==> src/rtl/cascade_counter.sv <==
// Multi-stage modulo counter: STAGES runtime-modulus digits chained by a
// combinational ripple carry, up/down, wrap or saturate, sticky overflow.
module cascade_counter #(
  parameter int STAGES = 3,
  parameter int DW     = 8
) (
  input  logic                   clk,
  input  logic                   rst_n,
  input  logic                   clr,
  input  logic                   load,
  input  logic [STAGES*DW-1:0]   load_val,
  input  logic                   en,
  input  logic                   up,
  input  logic                   sat,
  input  logic [STAGES*DW-1:0]   max,
  output logic [STAGES*DW-1:0]   cnt,
  output logic                   co,
  output logic                   ovf
);

  logic [STAGES*DW-1:0] cnt_q;
  logic [STAGES*DW-1:0] cnt_d;
  logic [STAGES:0]      cin;
  logic [STAGES-1:0]    bnd;
  logic                 ovf_q;

  assign cin[0] = en;

  for (genvar i = 0; i < STAGES; i++) begin : g_stage
    logic [DW-1:0] cur;
    logic [DW-1:0] lim;
    logic [DW-1:0] step_val;

    assign cur = cnt_q[i*DW +: DW];
    assign lim = max[i*DW +: DW];

    // Out-of-range values (cur > lim) are a boundary going up, so +1 can never
    // pass lim; going down they snap to lim without lending a borrow.
    assign bnd[i]     = up ? (cur >= lim) : (cur == '0);
    assign cin[i+1]   = cin[i] & bnd[i];

    always_comb begin
      step_val = cur;
      if (up) begin
        step_val = (cur >= lim) ? '0 : cur + 1'b1;
      end else begin
        step_val = ((cur == '0) || (cur > lim)) ? lim : cur - 1'b1;
      end
    end

    assign cnt_d[i*DW +: DW] = cin[i] ? step_val : cur;
  end

  assign co = cin[STAGES] & ~clr & ~load;

  always_ff @(posedge clk or negedge rst_n) begin
    // NOTE: state uses non-blocking assignments so every stage samples the
    // pre-edge count; blocking here would let the carry chain race itself.
    if (!rst_n) begin
      cnt_q <= '0;
      ovf_q <= 1'b0;
    end else if (clr) begin
      cnt_q <= '0;
      ovf_q <= 1'b0;
    end else if (load) begin
      cnt_q <= load_val;
      ovf_q <= 1'b0;
    end else if (co) begin
      // Chain-level boundary: wrap falls out of the per-stage rules; saturate holds.
      if (!sat) cnt_q <= cnt_d;
      ovf_q <= 1'b1;
    end else begin
      cnt_q <= cnt_d;
    end
  end

  assign cnt = cnt_q;
  assign ovf = ovf_q;

endmodule

==> config.mk <==
export PLATFORM = sky130hd
export DESIGN_NAME = cascade_counter
export DESIGN_NICKNAME = d
export VERILOG_FILES = /design/src/rtl/cascade_counter.sv
export SDC_FILE = /design/constraint.sdc
export NUM_CORES = 1
export LEC_CHECK = 0
export ABC_CLOCK_PERIOD_IN_PS = 2700
export BUFFER_PORTS_ARGS = -buffer_cell sky130_fd_sc_hd__clkbuf_2
export CORE_MARGIN = 2
export CORE_UTILIZATION = 50
export DETAILED_ROUTE_END_ITERATION = 8
export GPL_ROUTABILITY_DRIVEN = 0
export PLACE_DENSITY = 0.76
export REMOVE_ABC_BUFFERS = 1
export SLEW_MARGIN = 30
export SYNTH_ARGS = -nofsm -noshare
export SYNTH_HDL_FRONTEND = slang
export SYNTH_SLANG_ARGS = --single-unit
==> constraint.sdc <==
create_clock -name clk -period 2.7 [get_ports clk]
set_input_delay 0.135 -clock clk [delete_from_list [all_inputs] [get_ports clk]]
set_output_delay 0.135 -clock clk [all_outputs]
set_load 0.005 [all_outputs]
==> impl_metrics.env <==
export IMPL_status="finished, final reports clean"
export IMPL_cts_buffer_depth=2
export IMPL_drt_total_wl_mm=11.4
export IMPL_p_per_area_mw_per_mm2=438
export IMPL_wl_met2_mm=5.46
export IMPL_cpMaxStageDelayCell="or4b_4"
export IMPL_seqPwrFrac_pct=24.7
export IMPL_peakVddDrop_mv=0.251
export IMPL_grt_pass1_vias=3880
export IMPL_fmax_ghz=0.372
export IMPL_seq_area_frac_synth_pct=18.3
export IMPL_ys_types=70
export IMPL_cts_root_buf="clkbuf_8"
export IMPL_syn2layout_area_growth_pct=26.3
export IMPL_cp_max_fo=6
export IMPL_drtAntennaViolNets=0
export IMPL_slew_viol_final=0
export IMPL_fin_ws_ns=0.0105
export IMPL_cp_required_ns=2.86
export IMPL_row_count=30
export IMPL_hp_class="in2reg"
export IMPL_slew_headroom_pct=52.1
export IMPL_vias=4062
export IMPL_synth_seq_cells=25
export IMPL_netSwitchingPower_mw=0.850
export IMPL_cts_buffers=3
export IMPL_tightest_slew_ns=0.719
export IMPL_path_delay_family="simple AND/OR/NAND/NOR gates"
export IMPL_die_w_um=86.7
export IMPL_port_buffers=80
export IMPL_pwr_share_comb_pct=61.6
export IMPL_setup_viol=0
export IMPL_wire_per_inst_um=18.1
export IMPL_clkTransAtPathRegs_ns=0.11
export IMPL_critPathBufInv=2
export IMPL_worstSetupStartpointType="flop"
export IMPL_hold_viol=0
export IMPL_firstDrtPassIters=5
export IMPL_dieArea_mm2=0.00752
export IMPL_die_height_um=86.7
export IMPL_maxCapViolCount=0
export IMPL_layout_min_cycle_time_ns=2.69
export IMPL_nets=635
export IMPL_final_core_util_pct=64.3
export IMPL_clk_latency_ns=0.29
export IMPL_grt_overflow_total=0
export IMPL_grt_pass1_wl_mm=18.3
export IMPL_ioPinCount=81
export IMPL_rsz0062_at_grt="true"
export IMPL_netSwitchingFraction_pct=44.9
export IMPL_n_fill_cell=608
export IMPL_power_internal_mw=1.04
export IMPL_top_layer="met4"
export IMPL_grt_total_usage_pct=30.0
export IMPL_place_ws_ns=-0.0876
export IMPL_cts_sinks=25
export IMPL_wl_met1_mm=4.85
export IMPL_cpMostUsedCell="nor4_4"
export IMPL_netlist_area_mm2=0.00342
export IMPL_antenna_cells=0
export IMPL_core_area_mm2=0.00672
export IMPL_initial_core_util_pct=50.9
export IMPL_drtIter0Drc=330
export IMPL_synth_edf_count=0
export IMPL_drcViolationCount=0
export IMPL_viasPerCell=6.46
export IMPL_critical_path_class="reg2reg"
export IMPL_crit_arrival_ns=2.85
export IMPL_drive_gt1_share_pct=32.1
export IMPL_routed_wl_met3_um=914
export IMPL_yosys_most_used_dff="dfrtp_1"
export IMPL_endpoint_kind="flop"
export IMPL_fin_crit_sh_pct=99.6
export IMPL_clkPwrFrac_pct=13.7
export IMPL_cp_cell_sequence="inv_1 > ha_2 > or4b_4 > nor4_4 > a21o_1 > o21ai_4 > or3_4 > buf_6 > nor4_4 > o22ai_1"
export IMPL_antenna_found_initial=0
export IMPL_avgSynthCellArea_um2=7.74
export IMPL_p_leak_nw=2.04
export IMPL_post_dp_hpwl_mm=8.67
export IMPL_grt_max_degree=31
export IMPL_ys_warn_count=0
export IMPL_cts_tree="yes"
export IMPL_crit_path_max_incr_delay_ns=0.51
export IMPL_async_flop_share_pct=100
export IMPL_clock_skew_final_ns=0.00935
export IMPL_synth_cells=442
export IMPL_h_tree_depth=1
cells in the mapped netlist (3+ instances only):
library cell / count / area, um^2
nand4_1: 6 / 37.5
a2111oi_0: 4 / 35.0
o41ai_1: 7 / 61.3
a32oi_1: 8 / 70.1
o21a_1: 4 / 30.0
a22o_1: 3 / 26.3
a31oi_1: 5 / 31.3
o22ai_1: 3 / 18.8
and3_1: 4 / 25.0
and2_1: 4 / 25.0
ha_1: 30 / 375
a22oi_1: 3 / 22.5
o211ai_1: 5 / 37.5
nor2_1: 38 / 143
a21o_1: 4 / 30.0
a221oi_1: 4 / 35.0
dfrtp_1: 25 / 626
nand2b_1: 4 / 25.0
buf_4: 5 / 37.5
o21ai_0: 19 / 95.1
a21oi_1: 26 / 130
nand2_1: 32 / 120
xnor2_1: 18 / 158
inv_1: 32 / 120
a211oi_1: 7 / 52.6
or3_1: 4 / 25.0
a32o_1: 3 / 30.0
mux2i_1: 3 / 30.0
buf_6: 7 / 78.8
or2_2: 5 / 31.3
buf_2: 3 / 15.0
xor2_1: 13 / 114
o31ai_1: 11 / 82.6
nor3_1: 16 / 80.1
nand3_1: 22 / 110
clkbuf_1: 11 / 41.3
or4_2: 3 / 26.3
sequential cells by signal, summed over array words and instances (netlist names):
signal and count:
ovf 1, cnt 24
layout by cell type, fill, tap and decap left out, types with 6 or more instances in the layout:
cell type / n
nor3_1: 14
nor2_1: 38
o31ai_1: 10
xor2_1: 13
buf_4: 48
a21oi_1: 25
a32oi_1: 8
o21ai_0: 16
nand3_1: 22
ha_1: 29
inv_1: 31
clkbuf_2: 80
nand2_1: 31
xnor2_1: 18
dfrtp_1: 24
nand4_1: 6
power groups by stage:
stage	clock network, mW	logic, mW	registers [mW]
global placement	0	1.04	0.470
CTS	0.255	1.10	0.464
global route	0.266	1.26	0.473
floorplan	0	0.577	0.526
finish	0.259	1.16	0.468
detailed placement	0	1.07	0.471
path summary, 6_finish.rpt:
check / start / cells after the start / end / slack (ns)
max: cnt[9] / 10 / cnt[16] / 0.01
min: load_val[4] / 3 / cnt[4] / 0.06
max reg2reg: cnt[9] / 10 / cnt[16] / 0.01
min reg2reg: ovf / 2 / ovf / 0.57
max in group asynchronous: rst_n / 2 / cnt[10] / 1.76
min in group asynchronous: rst_n / 2 / cnt[8] / 0.43
worst min-delay path, delay by kind of cell:
family	cells	cell delay [ns]
buf+inv	1	0.07
compound gates	2	0.11
cell families after synthesis:
| logic type | Yosys count | synth area share [%] |
|---|---|---|
| AO/OA/AOI/OAI | 134 | 28.1 |
| XOR/XNOR | 31 | 7.94 |
| adder cells (fa/ha/maj) | 30 | 11.0 |
| buffers and inverters | 60 | 8.82 |
| flip-flops | 25 | 18.3 |
| multiplexers | 6 | 1.87 |
| AND/OR/NAND/NOR | 156 | 24.0 |
metrics by stage:
step	power (mW)	std cells	hold slack (ns)	setup TNS (ns)	cell area, um^2
finish	1.89	629	0.0554	0	4320
global route	2.00	629	0.0746	-0.209	4320
CTS	1.82	627	0.0610	0	4210
floorplan	1.10	415	-0.161	-3.17	3240
detailed placement	1.54	622	0.212	-0.238	4100
global placement	1.51	622	0.197	0	4100
metal layers:
metal | vias up | global-route usage [%]
li1 | 1868 | -
met5 | - | 0
met2 | 235 | 51.4
met1 | 1935 | 40.4
met3 | 24 | 2.57
met4 | 0 | 8.10
cell type report:
cell class                      count  area, um^2  share of cell area [%]
Sequential cell                    25         627                    14.5
Timing Repair Buffer              130         782                    18.1
Inverter                           33         124                    2.87
Clock buffer                        3        41.3                   0.956
Clock inverter                      1        8.76                   0.203
Tap cell                           80         100                    2.32
Multi-Input combinational cell    357        2640                    61.0
what timing repair did:
action                                  in CTS  in global routing
endpoints found under the setup margin       5                 16
endpoints found under the hold margin       25                  0
hold buffers                                 1                  0
setup buffers                                0                  2
pin swaps                                    0                  1
gates resized for setup                     11                 20
Note: power is estimated with default switching activity, not from simulation.
